<file path="src/rtl/link_rx_pkg.sv">
// Shared definitions for the board-to-board link receiver.
// Holds the framing FSM state type and the link constants that the
// transmitter side also uses.
package link_rx_pkg;

  typedef enum logic {HUNT, LOCKED} link_rx_state_t;

  localparam int unsigned LINK_FRAME_BITS    = 49;
  localparam int unsigned LINK_LANES_DEFAULT = 1;

endpackage

</file>
<file path="src/rtl/link_rx_deser.sv">
// Deserialiser for the link receiver: LANES-wide shift register plus a
// saturating beat counter.
// Ports:
//   clk_i    - link clock
//   rstn_i   - synchronous active-low reset
//   s_in_i   - serial beat, s_in_i[LANES-1] is the earliest bit
//   sync_i   - high on the final beat of a frame (clears the counter)
//   frame_o  - candidate frame {shift register, s_in_i}, first bit at MSB
//   cnt_o    - beats seen since the last sync, saturating at BEATS
module link_rx_deser #(
  parameter int unsigned FRAME_BITS = 49,
  parameter int unsigned LANES      = 1
) (
  input  logic                                    clk_i,
  input  logic                                    rstn_i,
  input  logic [LANES-1:0]                        s_in_i,
  input  logic                                    sync_i,
  output logic [FRAME_BITS-1:0]                   frame_o,
  output logic [$clog2(FRAME_BITS/LANES+1)-1:0]   cnt_o
);

  localparam int unsigned BEATS = FRAME_BITS / LANES;
  localparam int unsigned CW    = $clog2(BEATS + 1);
  localparam int unsigned SH_W  = FRAME_BITS - LANES;
  localparam logic [CW-1:0] BEATS_C = CW'(BEATS);

  logic [CW-1:0] cnt_q, cnt_d;

  // With one beat per frame there is nothing to hold between beats.
  if (SH_W > 0) begin : g_shift
    logic [SH_W-1:0] shreg_q, shreg_d;

    always_comb begin
      frame_o = {shreg_q, s_in_i};
      shreg_d = frame_o[SH_W-1:0];
    end

    always_ff @(posedge clk_i) begin
      if (!rstn_i) begin
        shreg_q <= '0;
      end else begin
        shreg_q <= shreg_d;
      end
    end
  end else begin : g_pass
    always_comb begin
      frame_o = s_in_i;
    end
  end

  always_comb begin
    cnt_d = cnt_q;
    if (sync_i) begin
      cnt_d = '0;
    end else if (cnt_q != BEATS_C) begin
      cnt_d = cnt_q + 1'b1;
    end
  end

  always_ff @(posedge clk_i) begin
    if (!rstn_i) begin
      cnt_q <= '0;
    end else begin
      cnt_q <= cnt_d;
    end
  end

  assign cnt_o = cnt_q;

endmodule

</file>
<file path="src/rtl/link_frame_receiver.sv">
// Serial-link frame receiver (slave side of the board-to-board link).
// Deserialises LANES bits per clock into FRAME_BITS-wide frames delimited
// by SYNC on the last beat, checks length and optional even parity, and
// hands good frames to the consumer through a one-entry valid/ready buffer.
// Ports:
//   LINK_CLK   - clock
//   RESETN     - synchronous active-low reset
//   S_IN       - serial data, S_IN[LANES-1] earliest bit of the beat
//   SYNC       - high on the final beat of each frame
//   RECV_READY - consumer takes DATA_OUT this cycle
//   DATA_OUT   - held frame, first received bit at the MSB
//   RECV_OK    - DATA_OUT valid until the cycle after a handshake
//   FRAME_ERR  - one-cycle pulse on a length or parity error
//   OVERRUN    - one-cycle pulse when a good frame is dropped (buffer full)
module link_frame_receiver
  import link_rx_pkg::*;
#(
  parameter int unsigned FRAME_BITS = LINK_FRAME_BITS,
  parameter int unsigned LANES      = LINK_LANES_DEFAULT,
  parameter int unsigned PARITY_EN  = 1
) (
  input  logic                  LINK_CLK,
  input  logic                  RESETN,
  input  logic [LANES-1:0]      S_IN,
  input  logic                  SYNC,
  input  logic                  RECV_READY,
  output logic [FRAME_BITS-1:0] DATA_OUT,
  output logic                  RECV_OK,
  output logic                  FRAME_ERR,
  output logic                  OVERRUN
);

  localparam int unsigned BEATS = FRAME_BITS / LANES;
  localparam int unsigned CW    = $clog2(BEATS + 1);
  localparam logic [CW-1:0] LAST_BEAT = CW'(BEATS - 1);

  logic [FRAME_BITS-1:0] frame;
  logic [CW-1:0]         cnt;

  link_rx_state_t        state_q, state_d;
  logic [FRAME_BITS-1:0] data_q, data_d;
  logic                  recv_ok_q, recv_ok_d;
  logic                  frame_err_q, frame_err_d;
  logic                  overrun_q, overrun_d;

  logic par_ok;
  logic good;
  logic load;

  link_rx_deser #(
    .FRAME_BITS (FRAME_BITS),
    .LANES      (LANES)
  ) u_deser (
    .clk_i   (LINK_CLK),
    .rstn_i  (RESETN),
    .s_in_i  (S_IN),
    .sync_i  (SYNC),
    .frame_o (frame),
    .cnt_o   (cnt)
  );

  always_comb begin
    par_ok      = (PARITY_EN == 0) ? 1'b1 : ~(^frame);
    state_d     = state_q;
    good        = 1'b0;
    frame_err_d = 1'b0;

    case (state_q)
      HUNT: begin
        // The frame that reveals the boundary is never delivered.
        if (SYNC) begin
          state_d = LOCKED;
        end
      end
      LOCKED: begin
        if (SYNC) begin
          if (cnt == LAST_BEAT) begin
            if (par_ok) begin
              good = 1'b1;
            end else begin
              frame_err_d = 1'b1;
            end
          end else begin
            frame_err_d = 1'b1;
          end
        end else if (cnt == LAST_BEAT) begin
          frame_err_d = 1'b1;
          state_d     = HUNT;
        end
      end
      default: begin
        state_d = HUNT;
      end
    endcase

    // A handshake in the same cycle frees the buffer for the new frame.
    load      = good && (!recv_ok_q || RECV_READY);
    overrun_d = good && !load;
    data_d    = load ? frame : data_q;

    recv_ok_d = recv_ok_q;
    if (load) begin
      recv_ok_d = 1'b1;
    end else if (RECV_READY && recv_ok_q) begin
      recv_ok_d = 1'b0;
    end
  end

  always_ff @(posedge LINK_CLK) begin
    if (!RESETN) begin
      state_q     <= HUNT;
      data_q      <= '0;
      recv_ok_q   <= 1'b0;
      frame_err_q <= 1'b0;
      overrun_q   <= 1'b0;
    end else begin
      state_q     <= state_d;
      data_q      <= data_d;
      recv_ok_q   <= recv_ok_d;
      frame_err_q <= frame_err_d;
      overrun_q   <= overrun_d;
    end
  end

  assign DATA_OUT  = data_q;
  assign RECV_OK   = recv_ok_q;
  assign FRAME_ERR = frame_err_q;
  assign OVERRUN   = overrun_q;

endmodule

</file>
<file path="config.mk">
export PLATFORM = sky130hd
export DESIGN_NAME = link_frame_receiver
export DESIGN_NICKNAME = d
export VERILOG_FILES = /design/src/rtl/link_rx_pkg.sv /design/src/rtl/link_rx_deser.sv /design/src/rtl/link_frame_receiver.sv
export SDC_FILE = /design/constraint.sdc
export NUM_CORES = 1
export LEC_CHECK = 0
export ABC_AREA = 1
export CAP_MARGIN = 40
export CORE_MARGIN = 1
export CORE_UTILIZATION = 40
export DETAILED_ROUTE_END_ITERATION = 8
export PLACE_DENSITY = 0.68
export SETUP_SLACK_MARGIN = 0.02
export SYNTH_ARGS = -nofsm -noshare
export SYNTH_HDL_FRONTEND = slang
export SYNTH_SLANG_ARGS = --single-unit
</file>
<file path="constraint.sdc">
create_clock -name LINK_CLK -period 2.05 [get_ports LINK_CLK]
set_input_delay 0.3075 -clock LINK_CLK [delete_from_list [all_inputs] [get_ports LINK_CLK]]
set_output_delay 0.3075 -clock LINK_CLK [all_outputs]
set_load 0.005 [all_outputs]
</file>
* After elaboration in Yosys (flattened, before gate mapping)
Index checks and enable logic that the tools add are counted.
Word-level totals: input port bits 5, register bits 107, output and inout bits 52, word-level logic and storage cells 36
Operators by class: bitwise logic cells 2, muxes and demuxes 14, reductions and logical operators 10, equality and inequality tests 2, add/sub/neg operators 1
Operators by type and width (number):
- 49-bit parity | 1
- 1-bit two-way mux | 13
- 6-bit by 1-bit adder with 6-bit output, second input constant | 1
- 6-bit equality test, second input constant | 1
- 6-bit != test, second input constant | 1
- 1-bit logical AND | 3
- 1-bit zero test | 2
- 1-bit inverter | 2
- 1-bit one-hot mux with 2 select lines | 1
- 2-bit AND reduction | 1
- 2-bit nonzero test | 1
- 2-bit OR reduction | 1
- 1-bit logical OR | 1

* Longest topological paths before layout
Gate-level depths: netlist of the first run.
depth after elaboration 8, gate-level depth with buffers 18, gate-level depth less buffers 17

* By module
From an unflattened synthesis of the first run, not the netlist that was laid out.
Second synthesis, totals: cell total of the unflattened synthesis 830, area total of the unflattened synthesis 5031.1 um^2
By module, submodules not included:
- link_frame_receiver | cells an instance 636, instances 1, area an instance 3359.5 um^2, seq. area each 1061.0 um^2
- link_rx_deser | cells an instance 194, instances 1, area an instance 1671.6 um^2, seq. area each 1081.0 um^2

* Worst setup path before layout of the first run
No wires, ideal clock.
kind reg-to-reg, start register u_deser.g_shift.shreg_q[8], end register data_q[16], in the netlist DATA_OUT[16], required time 1.937 ns, slack 0.313 ns, setup time 0.113 ns, cell stages (with the launch flop) 19, arrival time 1.624 ns, buffers on the path 2, period minus slack after synthesis 1.737 ns, path through dfxtp_1 -> nand2_1 -> inv_1 -> nor2_1 -> nand2_1 -> nand2_1 -> nand2_1 -> nand2_1 -> inv_1 -> nand2_1 -> nand2_1 -> nand2_1 -> nand3_1 -> nand2_1 -> nand3_2 -> buf_6 -> buf_6 -> nor2_1 -> nor2_1
Between the ends: cells in the longest elaborated chain, start to end 6
RTL lines:
- from (decl) | line link_rx_deser.sv:31 | logic [SH_W-1:0] shreg_q, shreg_d;
- from (signal assigned) | line link_rx_deser.sv:42 | shreg_q <= shreg_d;
- 49-bit parity | line link_frame_receiver.sv:63 | par_ok = (PARITY_EN == 0) ? 1'b1 : ~(^frame);
- 1-bit two-way mux | line link_frame_receiver.sv:78 | if (par_ok) begin
- 1-bit two-way mux | line link_frame_receiver.sv:77 | if (cnt == LAST_BEAT) begin
- 1-bit two-way mux | line link_frame_receiver.sv:76 | if (SYNC) begin
- 1-bit two-way mux | line link_frame_receiver.sv:68 | case (state_q)
- 1-bit logical AND | line link_frame_receiver.sv:97 | load = good && (!recv_ok_q || RECV_READY);
- to (signal assigned) | line link_frame_receiver.sv:118 | data_q <= data_d;
- to (decl) | line link_frame_receiver.sv:41 | logic [FRAME_BITS-1:0] data_q, data_d;
No other way between the ends. A chain may end at the register's enable or synchronous reset.

* Final worst setup path of the first run
start register u_deser.g_shift.shreg_q[43], end register data_q[20], in the netlist DATA_OUT[20]
The elaborated chain is that of the path after synthesis.

==> impl_results.md, run 1 <==
- Status: finished with violations
- Failing checks: setup timing
- WP data required: 2.34 ns
- Overall Power: 3930 uW
- Comb power frac: 0.028
- Final wirelength: 10,900 um
- Area added between synthesis and finish: 38.5%
- Nets@finish: 901
- Worst-path clk slew: 0.07 ns
- Async set-or-reset flop fraction in the synthesized netlist: 0
- Die area: 0.0129 mm^2
- CTS Root Cell: clkbuf_16
- Routability cong.: 0.760
- CTS tree: yes
- Final Skew: 0.00532 ns
- Vias in the first global route: 3,920
- Clock sinks: 107
- Crit path cell chain: inv_2 -> nand2_2 -> nand2_2 -> nand2_1 -> nand2_2 -> inv_1 -> nand2_2 -> nand2_2 -> nand2_2 -> nand3_2 -> nand2_2 -> nand3_2 -> nand2_2 -> nand3_4 -> clkbuf_16 -> clkbuf_16 -> nand2_2 -> nand2_1 -> nor2_1
- Synthesized area: 0.00498 mm^2
- Post-synth EDFFs: 0
- Routed via count: 4,543
- Reg power frac: 0.527
- Power per cell area: 570 mW/mm^2
- Routed Antenna Nets: 0
- Setup violators final: 1
- Tightest Pin Transition: 0.331 ns
- VDD IR-drop max: 293 uV
- Most frequent CP cell: nand2_2
- Global Route Usage Sum: 0.154
- Min Tclk post-route: 2.05 ns
- DP Area: 0.00575 mm^2
- HP Class: primary input to flop
- DR top layer: met4
- Final Max Slew Viols: 0
- Drt drc: 0
- Count leader, synth: nand2_1
- Synth area leaders: dfxtp_1 43%, nand2_1 28%, inv_1 12%
- Routed wl met3: 273 um
- Initial antenna violation count: 0
- Primary FF master, synth: dfxtp_1
- Worst hold slack: 0.239 ns
- Ys Warns: 0
- Share of layout cells above drive strength 1: 0.253
- Period utilization: 1.00
- Max-cap violations: 0
- Die Ht: 114 um
- DR WL/cell: 10.3 um
- Final hold vios: 0
- Slew margin rel.: 0.779
- WL met1: 5060 um
- Place WS: -0.329 ns
- Dpl hpwl: 6270 um
- Leak: 0.00374 uW
- Hold_buf cts: 0
- Type of origin of the critical path: flop
- Post-route cell area: 0.00690 mm^2
- Synth area leader: dfxtp_1
- Slowest CP cell: dfxtp_4
- Crit path arrival time: 2.34 ns
- Seq/Total Area, Yosys: 0.430
- Pre-antenna DRT Iters: 5
- Slowest stage delay, CP: 0.36 ns
- Internal power: 3110 uW
- Kind of critical path: flop to flop
- Num CTS Buffers: 9
- Most frequent cells after synthesis: 375 x nand2_1, 155 x inv_1, 117 x nor2_1, 107 x dfxtp_1, 17 x nand3_1
- Post-synth top area share: 0.430
- Core box area: 0.0121 mm^2
- First-pass GRT wire length: 16,000 um
- Met2 wire length: 5310 um
- Via density: 4.27
- Critical path capture point type: flop
- Post-Synthesis Cells: 820
- NetSw: 827 uW
- Setup ws final: -0.000399 ns
- I/O Pins: 57
- Pin count of the biggest net entering global routing: 76
- Syn avg cell area: 6.08 um^2
- DR iter-0 viols: 203
- Die span in x: 114 um
- Clock power frac: 0.445
- Cell variety after synth: 21
- Clk buf depth: 2
- Switching share of power: 0.210
- RSZ-0062 raised after global routing: true
- Port bufs: 56
- Synth Register Bits: 107
- Number of H-tree levels: 3
- Rows: 40
- Fmax: 488 MHz
- Clk Latency, worst-skew pair: 0.35 ns
- Diodes inserted: 0
- Synthesized Nets: 828
- GRT overflow: 0
- Initial Util: 0.413
- Max Fanout on Critical Path: 8
## per-layer routing
| metal | vias up | track usage |
|---|---|---|
| li1 | 2478 | - |
| met1 | 1986 | 0.186 |
| met2 | 61 | 0.257 |
| met3 | 18 | 0.0313 |
| met4 | 0 | 0.0860 |
| met5 | - | 0 |
## area by class of cell
type                    instances  area [um^2]
multi-input cells             536         2580
clock inverters                 2         35.0
inverters                     156          586
clock buffers                  13          260
repair buffers                 83          987
flip-flops and latches        107         2240
fillers                      1108         5160
well taps                     168          210
## stage by stage
step                      instances   TNS (ns)   util
after floorplan                 820          0      -
after global placement         1030     -11.62  0.477
after detailed placement       1030     -13.77  0.477
after CTS                      1045          0  0.502
after global routing           1065      -4.78  0.572
final                          1065  -0.000399  0.572
## timing repair
item / 4_1_cts / 5_1_grt
gates resized for setup: 2 / 216
pin swaps: 0 / 50
cloned: 0 / 10
setup buffers: 0 / 10
setup endpoints to repair: 1 / 49
## critical path: cells and delay by family, from the launching register on
family	cells	cell delay, ns
buffers and inverters	4	0.48
and+or+nand+nor	15	1.14
DFF	1	0.36
## state kept, by name, summed over array words and instances (netlist names)
| signal | count |
|---|---|
| u_deser.cnt_o | 6 |
| OVERRUN | 1 |
| FRAME_ERR | 1 |
| state_q | 1 |
| u_deser.g_shift.shreg_q | 48 |
| DATA_OUT | 49 |
| RECV_OK | 1 |
## logic make-up (layout without fill, tap and decap cells)
family / after synthesis / count (layout) / share of synthesized area
AOI/OAI and AO/OA: 7 / 7 / 0.00778
xor gates and xnor gates: 12 / 12 / 0.0211
adders and majority gates: 3 / 3 / 0.00753
buffers and inverters: 177 / 254 / 0.140
DFF: 107 / 107 / 0.430
and+or+nand+nor: 514 / 514 / 0.394
## cells in the final DEF (no fill, tap or decap), types with 3 or more instances in the layout
master           count
nand2_1            294
inv_1              145
nor2_1              85
nand2_2             72
dfxtp_1             60
clkdlybuf4s50_1     54
dfxtp_2             30
nor2_2              28
clkbuf_16           17
dfxtp_4             17
inv_2               11
buf_4               11
nand3_1             10
nand2_4              9
nand3_2              7
buf_12               6
xnor2_1              4
nor2_4               4
a21oi_1              4
xnor2_2              3
xor2_2               3
ha_1                 3
## worst paths after layout
path / startpoint / endpoint / slack (ns) / cells after the start
worst min-delay path: S_IN / u_deser.g_shift.shreg_q[0]$_SDFF_PN0_ / 0.24 / 3
worst max-delay path: u_deser.g_shift.shreg_q[43]$_SDFF_PN0_ / DATA_OUT[20]$_SDFFE_PN0P_ / -0.0004 / 19
worst min register to register: u_deser.g_shift.shreg_q[0]$_SDFF_PN0_ / u_deser.g_shift.shreg_q[1]$_SDFF_PN0_ / 0.44 / 2
worst max register to register: u_deser.g_shift.shreg_q[43]$_SDFF_PN0_ / DATA_OUT[20]$_SDFFE_PN0P_ / -0.0004 / 19
## power by group through the flow
| stage | Sequential [uW] | Clock [uW] | Combinational (uW) |
|---|---|---|---|
| 6_report | 2070 | 1750 | 112 |
| 5_1_grt | 2070 | 1870 | 127 |
| 4_1_cts | 2090 | 1800 | 103 |
| 3_5_place_dp | 2140 | 0 | 102 |
| 3_3_place_gp | 2140 | 0 | 102 |
| 2_1_floorplan | 2140 | 0 | 71.2 |
Note: power is estimated with default switching activity, not from simulation.
==> run 2: changes to the inputs <==
CELL_PAD_IN_SITES_DETAIL_PLACEMENT = 1   (was unset)
CELL_PAD_IN_SITES_GLOBAL_PLACEMENT = 1   (was unset)
CORE_UTILIZATION = 39   (was 40)
PLACE_DENSITY = 0.88   (was 0.68)
SKIP_CTS_REPAIR_TIMING = 1   (was unset)
==> run 2 against run 1 <==
  * The run still ends with setup timing left
  * Core utilization is 0.11 points higher
  * Total power hardly changed
  * Setup slack worse by 0.23 ns
  * Highest routed layer unchanged
==> impl_results.md, run 2 (synthesized netlist as in run 1, its figures left out) <==
- Core box area: 0.0122 mm^2
- HP Class: primary input to flop
- Drt drc: 0
- Share of layout cells above drive strength 1: 0.281
- Port bufs: 56
- Leak: 0.00377 uW
- Kind of critical path: flop to flop
- Most common cell after layout, fill and taps aside: nand2_1
- Final Skew: 0.0133 ns
- Status: finished with violations
- Crit path cell chain: xor2_2 -> nand2_1 -> nand2_1 -> nand2_1 -> nand2_1 -> nand3_1 -> nand2_2 -> nand3_2 -> nand2_2 -> nand3_4 -> clkbuf_16 -> clkbuf_16 -> nand2_4 -> nand2_2 -> nor2_1
- Failing checks: setup timing
- Initial Util: 0.408
- Final Max Slew Viols: 0
- Fillers: 1,615
- Clock sinks: 107
- Die Ht: 115 um
- Initial antenna violation count: 1
- Type of origin of the critical path: flop
- VDD IR-drop max: 419 uV
- Comb power frac: 0.035
- Final wirelength: 16,400 um
- Setup TNS: -7.69 ns
- NetSw: 911 uW
- Setup violators final: 49
- DR iter-0 viols: 245
- Max-cap violations: 0
- Crit path arrival time: 2.56 ns
- Pre-antenna DRT Iters: 4
- Slew margin rel.: 0.682
- CTS tree: yes
- Power per cell area: 561 mW/mm^2
- Global Route Usage Sum: 0.181
- Num CTS Buffers: 9
- Number of H-tree levels: 3
- Reg power frac: 0.525
- Max reg flops: 49
- Clock power frac: 0.439
- Area added between synthesis and finish: 40.5%
- Clk buf depth: 2
- DR WL/cell: 15.3 um
- Slowest CP cell: dfxtp_2
- Clk Latency, worst-skew pair: 0.36 ns
- Dpl hpwl: 8150 um
- Min Tclk post-route: 2.28 ns
- Die span in x: 115 um
- I/O Pins: 57
- Routability cong.: 0.779
- Worst hold slack: 0.331 ns
- WP data required: 2.33 ns
- Most frequent cells in the layout: 274 x nand2_1, 141 x inv_1, 91 x nand2_2
- Final hold vios: 0
- RSZ-0062 raised after global routing: true
- Vias in the first global route: 4,558
- Crit-path leading delay family: simple AND/OR/NAND/NOR gates
- Die area: 0.0132 mm^2
- Worst-path clk slew: 0.07 ns
- Rows: 40
- Routed Antenna Nets: 0
- Switching share of power: 0.232
- Nets@finish: 903
- Period utilization: 1.11
- CP bufs+invs: 2
- Routed via count: 5,023
- Slowest stage delay, CP: 0.42 ns
- Tightest Pin Transition: 0.477 ns
- Internal power: 3020 uW
- Critical path capture point type: flop
- Most frequent CP cell: nand2_1
- Via density: 4.70
- GRT overflow: 0
- Fmax: 438 MHz
- Pin count of the biggest net entering global routing: 48
- CTS Root Cell: clkbuf_16
- First-pass GRT wire length: 19,200 um
- Setup ws final: -0.234 ns
- Max Fanout on Critical Path: 6
run 2: worst reg2reg max path, delay by kind of cell (launching register included):
kind          cells  cell delay, ns
simple gates     12            1.20
flops             1            0.42
buf+inv           2            0.39
xor+xnor          1            0.20
run 2: area by class of cell:
class | instances | area (um^2) | share of cell area
repair buffers | 85 | 998 | 0.143
multi-input cells | 536 | 2660 | 0.380
clock inverters | 4 | 23.8 | 0.00339
well taps | 168 | 210 | 0.0300
diodes | 1 | 2.50 | 0.000357
inverters | 156 | 586 | 0.0836
clock buffers | 12 | 267 | 0.0381
flip-flops and latches | 107 | 2260 | 0.322
run 2: power by group through the flow:
stage | Sequential, uW | Clock, uW | Combinational (uW)
2_1_floorplan | 2140 | 0 | 71.2
3_3_place_gp | 2140 | 0 | 101
3_5_place_dp | 2140 | 0 | 105
4_1_cts | 2090 | 1750 | 106
5_1_grt | 2060 | 1850 | 151
6_report | 2060 | 1730 | 138
run 2: final timing paths:
kind / cells past startpoint / end / slack [ns] / from
worst max-delay path: 15 / DATA_OUT[45]$_SDFFE_PN0P_ / -0.23 / u_deser.g_shift.shreg_q[31]$_SDFF_PN0_
worst min-delay path: 3 / DATA_OUT[41]$_SDFFE_PN0P_ / 0.33 / RESETN
worst max register to register: 15 / DATA_OUT[45]$_SDFFE_PN0P_ / -0.23 / u_deser.g_shift.shreg_q[31]$_SDFF_PN0_
worst min register to register: 2 / u_deser.g_shift.shreg_q[18]$_SDFF_PN0_ / 0.46 / u_deser.g_shift.shreg_q[17]$_SDFF_PN0_
run 2: layer usage:
| layer | part of all wire | global-route usage |
|---|---|---|
| met4 | 0.024 | 0.0571 |
| met2 | 0.51 | 0.324 |
| met3 | 0.044 | 0.0464 |
| met1 | 0.42 | 0.212 |
| met5 | 0 | 0 |
run 2: metrics by stage:
stage	utilization	instances	power, uW	cell area (um^2)	setup slack, ns
2_1_floorplan	-	820	2210	4980	0.313
3_3_place_gp	0.470	1030	2240	5740	-0.232
3_5_place_dp	0.470	1030	2250	5740	-0.359
4_1_cts	0.494	1046	3940	6030	-0.0344
5_1_grt	0.573	1068	4070	7000	-0.334
6_report	0.573	1069	3930	7000	-0.234
==> run 3: changes to the inputs <==
SETUP_SLACK_MARGIN = 0.15   (was 0.02)
==> results of run 3 <==
Final layout, timing and power as in run 2 (identical DEF).
